File: src/rtl/beep_scheduler.sv
// Fixed-priority buzzer scheduler: grants one of four requesters and plays an N-beep burst.
// Optional macro BEEP_TONE_EN: drive a square-wave tone during ON (passive buzzer).
module beep_scheduler #(
  parameter int CLK_FREQ = 50_000_000,
  parameter int ON_MS    = 100,
  parameter int OFF_MS   = 100,
  parameter int TONE_HZ  = 2000
) (
  input  logic        sys_clk,
  input  logic        sys_rst,
  input  logic [3:0]  req,
  input  logic [11:0] req_cnt,
  output logic [3:0]  ack,
  output logic        busy,
  output logic [1:0]  grant_id,
  output logic        beep
);

  localparam int ON_CYC   = CLK_FREQ / 1000 * ON_MS;
  localparam int OFF_CYC  = CLK_FREQ / 1000 * OFF_MS;
  localparam int HALF_CYC = CLK_FREQ / (2 * TONE_HZ);
  localparam int MAX_CYC  = (ON_CYC > OFF_CYC) ? ON_CYC : OFF_CYC;
  localparam int CNT_W    = (MAX_CYC > 1) ? $clog2(MAX_CYC) : 1;
  localparam logic [CNT_W-1:0] ON_LAST  = CNT_W'(ON_CYC - 1);
  localparam logic [CNT_W-1:0] OFF_LAST = CNT_W'(OFF_CYC - 1);

  generate
    if (ON_CYC < 1 || OFF_CYC < 1 || HALF_CYC < 1) begin : g_bad_cfg
      $error("beep_scheduler: derived cycle constants must be >= 1");
    end
  endgenerate

  typedef enum logic [1:0] {ST_IDLE = 2'd0, ST_ON = 2'd1, ST_OFF = 2'd2, ST_GAP = 2'd3} state_t;

  state_t           r_state;
  state_t           w_state_nxt;
  logic [CNT_W-1:0] r_cnt;
  logic [CNT_W-1:0] w_cnt_nxt;
  logic [2:0]       r_remain;
  logic [2:0]       w_remain_nxt;
  logic             w_grant;
  logic [1:0]       w_sel;

  function automatic logic [1:0] f_pick(input logic [3:0] r);
    if (r[0])      return 2'd0;
    else if (r[1]) return 2'd1;
    else if (r[2]) return 2'd2;
    else           return 2'd3;
  endfunction

  // A zero count still plays one beep.
  function automatic logic [2:0] f_count(input logic [11:0] c, input logic [1:0] s);
    logic [2:0] v;
    case (s)
      2'd0:    v = c[2:0];
      2'd1:    v = c[5:3];
      2'd2:    v = c[8:6];
      default: v = c[11:9];
    endcase
    return (v == 3'd0) ? 3'd1 : v;
  endfunction

  assign w_sel = f_pick(req);

  always_ff @(posedge sys_clk or negedge sys_rst) begin
    if (!sys_rst) begin
      r_state  <= ST_IDLE;
      r_cnt    <= '0;
      r_remain <= 3'd0;
    end else begin
      r_state  <= w_state_nxt;
      r_cnt    <= w_cnt_nxt;
      r_remain <= w_remain_nxt;
    end
  end

  always_comb begin
    w_state_nxt  = r_state;
    w_cnt_nxt    = r_cnt;
    w_remain_nxt = r_remain;
    w_grant      = 1'b0;
    case (r_state)
      ST_IDLE: begin
        if (|req) begin
          w_grant      = 1'b1;
          w_state_nxt  = ST_ON;
          w_cnt_nxt    = '0;
          w_remain_nxt = f_count(req_cnt, w_sel);
        end else begin
          w_cnt_nxt = '0;
        end
      end
      ST_ON: begin
        if (r_cnt == ON_LAST) begin
          w_cnt_nxt = '0;
          if (r_remain > 3'd1) begin
            w_remain_nxt = r_remain - 3'd1;
            w_state_nxt  = ST_OFF;
          end else begin
            w_state_nxt = ST_GAP;
          end
        end else begin
          w_cnt_nxt = r_cnt + CNT_W'(1);
        end
      end
      ST_OFF, ST_GAP: begin
        if (r_cnt == OFF_LAST) begin
          w_cnt_nxt   = '0;
          w_state_nxt = (r_state == ST_OFF) ? ST_ON : ST_IDLE;
        end else begin
          w_cnt_nxt = r_cnt + CNT_W'(1);
        end
      end
      default: begin
        w_state_nxt = ST_IDLE;
        w_cnt_nxt   = '0;
      end
    endcase
  end

  // Outputs are registered from the next state so they line up with the state they describe.
  always_ff @(posedge sys_clk or negedge sys_rst) begin
    if (!sys_rst) begin
      ack      <= 4'b0000;
      busy     <= 1'b0;
      grant_id <= 2'd0;
    end else begin
      ack      <= w_grant ? (4'b0001 << w_sel) : 4'b0000;
      busy     <= (w_state_nxt != ST_IDLE);
      grant_id <= w_grant ? w_sel : grant_id;
    end
  end

`ifdef BEEP_TONE_EN
  localparam int TONE_W = (HALF_CYC > 1) ? $clog2(HALF_CYC) : 1;
  localparam logic [TONE_W-1:0] HALF_LAST = TONE_W'(HALF_CYC - 1);
  logic [TONE_W-1:0] r_tone_cnt;

  // Square wave restarts high on every ON entry.
  always_ff @(posedge sys_clk or negedge sys_rst) begin
    if (!sys_rst) begin
      r_tone_cnt <= '0;
      beep       <= 1'b0;
    end else if (w_state_nxt == ST_ON) begin
      if (r_state != ST_ON) begin
        r_tone_cnt <= '0;
        beep       <= 1'b1;
      end else if (r_tone_cnt == HALF_LAST) begin
        r_tone_cnt <= '0;
        beep       <= ~beep;
      end else begin
        r_tone_cnt <= r_tone_cnt + TONE_W'(1);
      end
    end else begin
      r_tone_cnt <= '0;
      beep       <= 1'b0;
    end
  end
`else
  always_ff @(posedge sys_clk or negedge sys_rst) begin
    if (!sys_rst) begin
      beep <= 1'b0;
    end else begin
      beep <= (w_state_nxt == ST_ON);
    end
  end
`endif

endmodule

File: config.mk
export PLATFORM = sky130hd
export DESIGN_NAME = beep_scheduler
export DESIGN_NICKNAME = d
export VERILOG_FILES = /design/src/rtl/beep_scheduler.sv
export SDC_FILE = /design/constraint.sdc
export NUM_CORES = 1
export LEC_CHECK = 0
export BUFFER_PORTS_ARGS = -buffer_cell sky130_fd_sc_hd__buf_2
export CORE_UTILIZATION = 25
export CTS_BUF_LIST = sky130_fd_sc_hd__clkbuf_8
export DETAILED_ROUTE_END_ITERATION = 6
export PLACE_DENSITY = 0.47
export SLEW_MARGIN = 0
export SYNTH_ARGS = -nofsm -noshare
export SYNTH_HDL_FRONTEND = slang
export SYNTH_SLANG_ARGS = --single-unit
File: constraint.sdc
create_clock -name sys_clk -period 5.15 [get_ports sys_clk]
set_input_delay 0.515 -clock sys_clk [delete_from_list [all_inputs] [get_ports sys_clk]]
set_output_delay 0.515 -clock sys_clk [all_outputs]
set_load 0.005 [all_outputs]
== After elaboration in Yosys (flattened, before gate mapping) ==
Cells that the tools add are included.
Storage, ports and cells
  flip-flop bits (word level): 36
  input port bits: 18
  word-level logic and storage cells: 52
Cells by class
  $add $sub $neg: 2
  reductions and logical operators: 9
  magnitude comparators: 1
  shift operators: 1
  equality and inequality tests: 10
  multiplexer cells: 22
Operators by type and width (number)
  case mux 23 bit (2 select lines): 1
  adder 23 x 1 -> 23 bit, second input constant: 1
  == test 23 bit, second input constant: 1
  two-way mux 23 bit: 1
  two-way mux 3 bit: 6
  two-way mux 2 bit: 5
  case mux 3 bit (3 select lines): 1
  == test 2 x 1 -> 1 bit, second input constant: 3
  == test 2 bit, second input constant: 3
  inequality test 2 bit, second input constant: 3
  case mux 2 bit (3 select lines): 1
  case mux 3 bit (2 select lines): 1
  two-way mux 1 bit: 5
  logical NOT 2 bit: 2
  two-way mux 4 bit: 1
  AND reduction 4 bit: 1
  nonzero test 2 bit: 2
  OR reduction 4 bit: 1
  << shifter 1 x 2 -> 4 bit, first input constant: 1
  > comparator 3 x 1 -> 1 bit, second input constant: 1
  logical NOT 3 bit: 1
  OR reduction 3 bit: 1
  subtractor 3 x 1 -> 3 bit, second input constant: 1
  OR reduction 2 bit: 1

== Longest topological paths before layout ==
Gate-level depths: netlist (run 1).
  depth in word-level cells: 11
  depth in mapped cells: 7
  depth with buffers taken out: 6

== Worst setup path after synthesis (run 1) ==
Ideal clock, no wire load.
  kind: flip-flop to flip-flop
  start point: register r_cnt[17]
  end point: register r_remain[0]
  stages on the path, launching flop included: 6
  period minus slack after synthesis: 2071 ps
  data arrival time: 1940 ps
  path slack: 3079 ps
  data required time: 5019 ps
  cell sequence: dfrtp_1 > or4b_4 > nor3_2 > or3b_4 > mux2i_1 > or3_1
Between the ends
  longest elaborated chain between the ends: 3
RTL lines
  start: declaration: RTL line 37  | logic [CNT_W-1:0] r_cnt;
  start signal: assignment: RTL line 72  | r_cnt <= w_cnt_nxt;
  == test 23 bit: RTL line 94  | if (r_cnt == ON_LAST) begin
  inequality test 2 bit (no source line)
  AND reduction 4 bit (no source line)
  end signal: assignment: RTL line 73  | r_remain <= w_remain_nxt;
  end: declaration: RTL line 39  | logic [2:0] r_remain;
Every way passes these cells.
A chain may end at the register's enable or synchronous reset.

== Worst setup path after layout (run 1) ==
  start point: register r_cnt[17]
  end point: register r_cnt[11]
Between the ends
  longest elaborated chain between the ends: 3
RTL lines
  == test 23 bit: RTL line 94, 107
  two-way mux 23 bit: RTL line 94, 107
  case mux 23 bit (2 select lines): RTL line 82  | case (r_state)
  via w_cnt_nxt[11]: RTL line 38  | logic [CNT_W-1:0] w_cnt_nxt;
The timed path passes the listed nets, and every way through them passes these cells.

==> impl_metrics.py, run 1 <==
metrics = {
    "synthesis": {
        "ys_seq_elements": 36,
        "syn-num-nets": 213,
        "synth_edf_count": 0,
        "ys_seq_area_frac": 0.481,
        "yosys_warnings": 0,
        "syn_avg_cell_area_um2": 9.70,
        "synth_ff_type": "dfrtp_1",
        "syn_area_um2": 1870,
        "synthArstFlopShare": 1.00,
        "ys_types": 39,
        "synth_area_leader_cell": "dfrtp_1",
        "synth_common_cells": "dfrtp_1, nor2_1, nand2_1",
        "synth_cells": 193,
        "synth_area_leaders": "dfrtp_1, xor2_1, nor2_1",
        "yosysMostFrequentCell": "dfrtp_1",
        "synth_top_area_frac": 0.481,
    },
    "timing": {
        "hold_viol_final": 0,
        "finalCritPeriodShare": 0.456,
        "relSlewSlack": 0.452,
        "finalSetupTns_ns": 0,
        "worst_pin_slew_ns": 0.823,
        "fin_worst_skew_ns": 0.00394,
        "setup_viol": 0,
        "drv_slew": 0,
        "max_freq_ghz": 0.426,
        "post-route-min-period_ns": 2.35,
        "rsz0062_at_grt": "false",
    },
    "route": {
        "remaining_drc_errors": 0,
        "drtPass1Iterations": 4,
        "via_count": 1422,
        "drt_iter0_drc": 50,
        "drt.antenna.violating_nets": 0,
        "drt-total-wl_um": 3820,
        "avgViaCountPerCell": 4.47,
        "drt-wirelength-per-cell_um": 12.0,
    },
    "power": {
        "ir_worst_vdd_mv": 0.0850,
        "leakage_uw": 0.000996,
        "power_density_nw_per_um2": 294,
    },
    "worst_setup_path": {
        "cpMaxStageDelayCell": "or2_1",
        "cp_cell_sequence": "or4b_4 -> nor3_1 -> or2_1 -> nor2_1",
        "crit_type": "flop to flop",
        "end_kind": "flop",
        "crit_family": "simple AND/OR/NAND/NOR gates",
        "critPathBufInv": 0,
        "startpoint_type": "flop",
        "critical_path.max_fanout": 23,
        "crit_arrival_ns": 2.48,
        "max_stage_delay_ns": 0.68,
        "worstPathRequired_ns": 5.28,
    },
    "floorplan": {
        "die_w_um": 88.6,
        "num_io_pins": 26,
        "initial_core_util": 0.258,
        "rows": 31,
        "die_area_um2": 7840,
        "die_h_um": 88.6,
        "core_um2": 7250,
    },
    "hold_path": {
        "min_path_type": "input pin to async pin",
    },
    "clock_network": {
        "post-cts-setup-buffers": 0,
        "cts.clk_slew.worst_paths_ns": 0.07,
        "cts_hold_buf": 0,
        "cts_tree": "done",
        "cts_buffer_depth": 2,
        "cts_max_level": 2,
        "cts_buffers": 5,
        "ctsResizeCount": 0,
        "cts_sinks": 36,
        "clk_latency_ns": 0.28,
        "root_buffer": "clkbuf_8",
    },
    "place": {
        "placed_cells": 310,
        "hpwl_um": 2660,
        "gp_congestion": 0.689,
        "io_buffer_count": 25,
    },
    "global_routing": {
        "grt_pass1_vias": 1413,
        "grt_pass1_wl_um": 6910,
        "grt_remaining_overflow": 0,
        "grt_max_degree": 37,
        "grtUsageTotal": 0.116,
        "antenna_found_initial": 0,
    },
    "job": {
        "maxCapViolCount": 0,
    },
    "final_layout": {
        "diodes": 0,
        "final_cells": 318,
        "final_nets": 238,
        "syn2layout_area_growth_pct": 15.8,
        "drive_gt1_frac": 0.187,
    },
    "status": {
        "run_status": "finished clean",
    },
}
[layer usage]
layer / global-route usage / vias up / part of all wire
met5: 0 / - / 0
met4: 0.0484 / 0 / 0.015
li1: - / 716 / -
met1: 0.157 / 664 / 0.50
met2: 0.178 / 34 / 0.44
met3: 0.0271 / 8 / 0.039
[flip-flops by register name, indices dropped and copies added (netlist names)]
name / flops
ack: 4
busy: 1
r_state: 2
r_cnt: 23
beep: 1
r_remain: 3
grant_id: 2
[cells by family after synthesis]
family,count (synthesis),synth area share
simple gates,97,0.275
mux,9,0.0501
xor+xnor,19,0.0888
buf+inv,13,0.0347
compound gates,17,0.0568
fa+ha+maj,2,0.0134
flops,36,0.481
[final cells by class]
| type | instances | area [µm²] |
|---|---|---|
| fillers | 795 | 5080 |
| repair buffers | 25 | 125 |
| flip-flops and latches | 36 | 901 |
| clock inverters | 2 | 7.51 |
| well taps | 99 | 124 |
| multi-input cells | 144 | 907 |
| clock buffers | 6 | 82.6 |
| inverters | 6 | 22.5 |
[final timing paths]
path	from	end	slack (ns)	cells after the start
min reg2reg	r_cnt[0]$_DFF_PN0_	r_cnt[0]$_DFF_PN0_	0.51	1
min in group sys_clk	req[1]	ack[3]$_DFF_PN0_	0.49	2
max	r_cnt[17]$_DFF_PN0_	r_cnt[11]$_DFF_PN0_	2.80	4
max in group asynchronous	sys_rst	r_cnt[20]$_DFF_PN0_	4.31	1
max reg2reg	r_cnt[17]$_DFF_PN0_	r_cnt[11]$_DFF_PN0_	2.80	4
min	sys_rst	r_cnt[12]$_DFF_PN0_	0.33	1
[per-stage QoR]
| step | utilization | total power, µW | hold slack [ns] | worst slack (ns) | instance area, µm² |
|---|---|---|---|---|---|
| CTS | 0.299 | 649 | 0.356 | 2.73 | 2170 |
| global placement | 0.287 | 442 | 0.493 | 2.86 | 2080 |
| finish | 0.299 | 638 | 0.328 | 2.80 | 2170 |
| global route | 0.299 | 683 | 0.399 | 2.58 | 2170 |
| floorplan | - | 411 | 0.219 | 3.08 | 1870 |
| detailed placement | 0.287 | 442 | 0.499 | 2.78 | 2080 |
[where the power goes]
part           internal, µW  leakage [µW]  switching [µW]
Sequential              311      0.000461            28.5
Clock                   105     0.0000538            97.8
Combinational          45.3      0.000482            50.1
Total                   461      0.000996             176
[cells in the final DEF, fill, tap and decap left out, drive strengths merged, types with 6 or more instances in the layout]
| cell | n |
|---|---|
| nand3 | 10 |
| xnor2 | 7 |
| clkbuf | 6 |
| buf | 25 |
| inv | 8 |
| xor2 | 12 |
| and3 | 6 |
| nor2 | 27 |
| nor3 | 8 |
| dfrtp | 36 |
| nand4 | 6 |
| mux2i | 6 |
| nand2 | 16 |
Note: power is estimated with default switching activity, not from simulation.
==> inputs of run 2 (changes only) <==
- clock period: 5.15 -> 2.4 ns (I/O delays scaled with it)
==> impl_metrics.py, run 2 (synthesis results as in run 1) <==
metrics = {
    "final_layout": {
        "drive_gt1_frac": 0.199,
        "final_nets": 240,
        "largest-register": "r_cnt",
        "syn2layout_area_growth_pct": 16.8,
        "largest_reg_flops": 23,
        "mostFrequentLayoutCells": "dfrtp_1, nor2_1, buf_2, nand2_1, xor2_1",
        "reg.largest.list": "r_cnt: 23 flops, ack: 4 flops, r_remain: 3 flops",
        "diodes": 0,
        "final_common_cell": "dfrtp_1",
        "fill_cells": 797,
    },
    "worst_setup_path": {
        "critPathBufInv": 0,
        "r2r-start": "r_cnt[17]$_DFF_PN0_",
        "cpMaxStageDelayCell": "or4b_4",
        "startpoint_type": "flop",
        "crit_type": "flop to flop",
        "cp_cell_sequence": "or4b_4 -> nor3_2 -> or3b_4 -> mux2i_1 -> or3_1",
        "crit_arrival_ns": 2.33,
        "startpoint": "r_cnt[17]$_DFF_PN0_",
        "worstPathRequired_ns": 2.56,
        "crit_family": "simple AND/OR/NAND/NOR gates",
        "critical_path.max_fanout": 4,
        "max_stage_delay_ns": 0.55,
        "end_kind": "flop",
    },
    "floorplan": {
        "die_w_um": 88.6,
        "core_um2": 7250,
        "num_io_pins": 26,
        "die_area_um2": 7840,
        "rows": 31,
        "initial_core_util": 0.258,
        "die_h_um": 88.6,
    },
    "route": {
        "avgViaCountPerCell": 4.44,
        "via_count": 1420,
        "drt-total-wl_um": 3770,
        "remaining_drc_errors": 0,
        "drt-wirelength-per-cell_um": 11.8,
        "drtPass1Iterations": 4,
        "drt.antenna.violating_nets": 0,
        "drt_iter0_drc": 83,
    },
    "timing": {
        "finalCritPeriodShare": 0.904,
        "finalSetupTns_ns": 0,
        "relSlewSlack": 0.443,
        "post-route-min-period_ns": 2.17,
        "drv_slew": 0,
        "fin_worst_skew_ns": 0.00748,
        "timing.final.ws_setup_ns": 0.230,
        "max_freq_ghz": 0.461,
        "rsz0062_at_grt": "false",
        "setup_viol": 0,
        "worst_pin_slew_ns": 0.836,
        "hold_viol_final": 0,
    },
    "status": {
        "run_status": "finished clean",
    },
    "place": {
        "dp_slack_ns": 0.260,
        "hpwl_um": 2670,
        "gp_congestion": 0.750,
        "io_buffer_count": 25,
    },
    "clock_network": {
        "ctsResizeCount": 0,
        "post-cts-setup-buffers": 0,
        "root_buffer": "clkbuf_8",
        "clk_latency_ns": 0.29,
        "cts_buffers": 5,
        "cts_max_level": 2,
        "cts_sinks": 36,
        "cts_buffer_depth": 2,
        "cts.clk_slew.worst_paths_ns": 0.08,
        "cts_tree": "done",
        "cts_hold_buf": 0,
    },
    "job": {
        "maxCapViolCount": 0,
    },
    "power": {
        "power_switching_uw": 392,
        "ir_worst_vdd_mv": 0.247,
        "leakage_uw": 0.00100,
        "seqPwrFrac": 0.528,
        "p_int_uw": 993,
        "power_frac_comb": 0.146,
        "power_density_nw_per_um2": 633,
        "p_sw_frac": 0.283,
        "p_clk_frac": 0.326,
    },
    "global_routing": {
        "antenna_found_initial": 0,
        "grt_remaining_overflow": 0,
        "grt_pass1_wl_um": 6840,
        "grtUsageTotal": 0.115,
        "grt_pass1_vias": 1474,
        "grt_max_degree": 37,
    },
    "hold_path": {
        "min_path_type": "input pin to async pin",
    },
}
run 2: layer usage:
metal | GRT usage | share of wire
met4 | 0.0396 | 0.0093
met5 | 0 | 0
met1 | 0.147 | 0.48
met2 | 0.183 | 0.46
met3 | 0.0382 | 0.049
run 2: worst paths after layout:
check / endpoint / slack (ns) / cells past startpoint
max reg2reg: r_remain[0]$_DFFE_PN0P_ / 0.23 / 5
max: r_remain[0]$_DFFE_PN0P_ / 0.23 / 5
min reg2reg: r_cnt[0]$_DFF_PN0_ / 0.51 / 1
min in group sys_clk: ack[3]$_DFF_PN0_ / 0.20 / 2
min: r_cnt[6]$_DFF_PN0_ / 0.05 / 1
max in group asynchronous: r_cnt[19]$_DFF_PN0_ / 1.82 / 1
run 2: per-stage QoR:
stage          hold slack (ns)  instances  utilization  power, µW  area [µm²]
3_5_place_dp             0.408        312        0.289        949        2090
2_1_floorplan          -0.0556        193            -        882        1870
6_report                0.0478        320        0.302       1390        2190
5_1_grt                  0.113        320        0.302       1490        2190
3_3_place_gp             0.397        312        0.289        947        2090
4_1_cts                 0.0854        320        0.302       1410        2190
run 2: power groups by stage:
stage	clock [µW]	sequential, µW	combinational (µW)
after floorplan	0	727	155
after global placement	0	742	205
after detailed placement	0	740	209
after CTS	475	731	206
after global routing	504	748	238
final	452	732	202
run 2: final cells by class:
| cell class | instances | area, µm² | share of cell area |
|---|---|---|---|
| Timing Repair Buffer | 27 | 140 | 0.0640 |
| Sequential cell | 36 | 901 | 0.412 |
| Tap cell | 99 | 124 | 0.0566 |
| Clock buffer | 6 | 82.6 | 0.0377 |
| Clock inverter | 2 | 11.3 | 0.00515 |
| Multi-Input combinational cell | 144 | 907 | 0.415 |
| Inverter | 6 | 22.5 | 0.0103 |
==> inputs of run 3 (changes only) <==
- CTS_BUF_LIST: sky130_fd_sc_hd__clkbuf_8 -> not set
==> impl_metrics.py, run 3 (synthesis results as in run 1) <==
metrics = {
    "worst_setup_path": {
        "startpoint_type": "flop",
        "critical_path.max_fanout": 4,
        "crit_type": "flop to flop",
        "worstPathRequired_ns": 2.56,
        "crit_arrival_ns": 2.33,
        "end_kind": "flop",
    },
    "final_layout": {
        "diodes": 0,
        "multi_input_area_um2": 907,
        "final_common_cell": "dfrtp_1",
        "final_nets": 240,
        "fill_cells": 797,
        "fin_area_um2": 2190,
        "reg.largest.list": "r_cnt: 23 flops, ack: 4 flops, r_remain: 3 flops",
        "final_cells": 320,
        "drive_gt1_frac": 0.199,
        "mostFrequentLayoutCells": "dfrtp_1, nor2_1, buf_2, nand2_1, xor2_1",
        "largest_reg_flops": 23,
        "regArea_um2": 901,
        "syn2layout_area_growth_pct": 16.8,
        "final_core_util": 0.302,
        "largest-register": "r_cnt",
    },
    "route": {
        "via_count": 1420,
        "remaining_drc_errors": 0,
        "drt.antenna.violating_nets": 0,
        "drtPass1Iterations": 4,
        "drt-total-wl_um": 3770,
        "drt-wirelength-per-cell_um": 11.8,
        "avgViaCountPerCell": 4.44,
        "drt_iter0_drc": 83,
    },
    "global_routing": {
        "grt_use_met3": 0.0382,
        "antenna_found_initial": 0,
        "globalRouteMet1Util": 0.147,
        "grt.busiest_layer": "met2",
        "grt_remaining_overflow": 0,
        "grtUsageTotal": 0.115,
        "grt_pass1_wl_um": 6840,
        "grt_max_degree": 37,
        "grt_pass1_vias": 1474,
        "grtUsageMet2": 0.183,
    },
    "floorplan": {
        "rows": 31,
        "num_io_pins": 26,
        "die_w_um": 88.6,
        "initial_core_util": 0.258,
        "die_h_um": 88.6,
        "die_area_um2": 7840,
        "core_um2": 7250,
    },
    "timing": {
        "rsz0062_at_grt": "false",
        "setup_viol": 0,
        "fin_worst_skew_ns": 0.00686,
        "post-route-min-period_ns": 2.17,
        "finalCritPeriodShare": 0.904,
        "finalSetupTns_ns": 0,
        "relSlewSlack": 0.443,
        "drv_slew": 0,
        "max_freq_ghz": 0.461,
        "worst_pin_slew_ns": 0.836,
        "hold_viol_final": 0,
    },
    "clock_network": {
        "clk_latency_ns": 0.29,
        "cts_tree": "done",
        "root_buffer": "clkbuf_8",
        "cts_sinks": 36,
        "ctsResizeCount": 0,
        "cts_max_level": 2,
        "post-cts-setup-buffers": 0,
        "cts_buffer_depth": 2,
        "cts_buffers": 5,
        "cts_hold_buf": 0,
        "cts.clk_slew.worst_paths_ns": 0.07,
    },
    "power": {
        "ir_worst_vdd_mv": 0.246,
        "leakage_uw": 0.000998,
        "power_density_nw_per_um2": 635,
    },
    "place": {
        "hpwl_um": 2670,
        "placed_area_um2": 2090,
        "io_buffer_count": 25,
        "gp_congestion": 0.750,
        "placed_cells": 312,
    },
    "hold_path": {
        "min_path_type": "input pin to async pin",
    },
    "job": {
        "maxCapViolCount": 0,
    },
    "status": {
        "run_status": "finished clean",
    },
}
-- run 3: cell count changes in the layout (fill, tap and decap cells not counted), sizes merged --
| cell | change |
|---|---|
| clkbuf | +1 |
| inv | -1 |
-- run 3: cell type report --
class	instances	share of cell area
Clock buffer	7	0.0395
Clock inverter	1	0.00343
Inverter	6	0.0103
Multi-Input combinational cell	144	0.415
Sequential cell	36	0.412
Tap cell	99	0.0566
Timing Repair Buffer	27	0.0640
-- run 3: report_power, final --
| group | total (µW) | internal (µW) | switching [µW] |
|---|---|---|---|
| registers | 732 | 667 | 65.0 |
| clock network | 456 | 233 | 222 |
| logic | 202 | 97.2 | 104 |
| total | 1390 | 998 | 392 |
-- run 3: final timing paths --
path,slack [ns],endpoint,from,depth (start not counted)
max,0.23,r_remain[0]$_DFFE_PN0P_,r_cnt[17]$_DFF_PN0_,5
min in group sys_clk,0.20,ack[3]$_DFF_PN0_,req[1],2
max reg2reg,0.23,r_remain[0]$_DFFE_PN0P_,r_cnt[17]$_DFF_PN0_,5
min,0.05,r_cnt[6]$_DFF_PN0_,sys_rst,1
min reg2reg,0.51,r_cnt[0]$_DFF_PN0_,r_cnt[0]$_DFF_PN0_,1
max in group asynchronous,1.82,r_cnt[19]$_DFF_PN0_,sys_rst,1
-- run 3: metal layers --
metal  share of wire  up-vias
met3           0.049        4
li1                -      719
met4          0.0093        0
met1            0.48      663
met2            0.46       34
met5               0        -
-- run 3: stage by stage --
step	hold slack, ns	power (µW)	setup slack [ns]
4_1_cts	0.0854	1420	0.231
2_1_floorplan	-0.0556	882	0.329
5_1_grt	0.114	1490	0.170
3_3_place_gp	0.397	947	0.263
3_5_place_dp	0.408	949	0.260
6_report	0.0486	1390	0.230
-- run 3: critical path, cell delays in order (launching register included) --
cell and delay (ns):
dfrtp_1 0.41, or4b_4 0.55, nor3_2 0.17, or3b_4 0.42
mux2i_1 0.13, or3_1 0.36
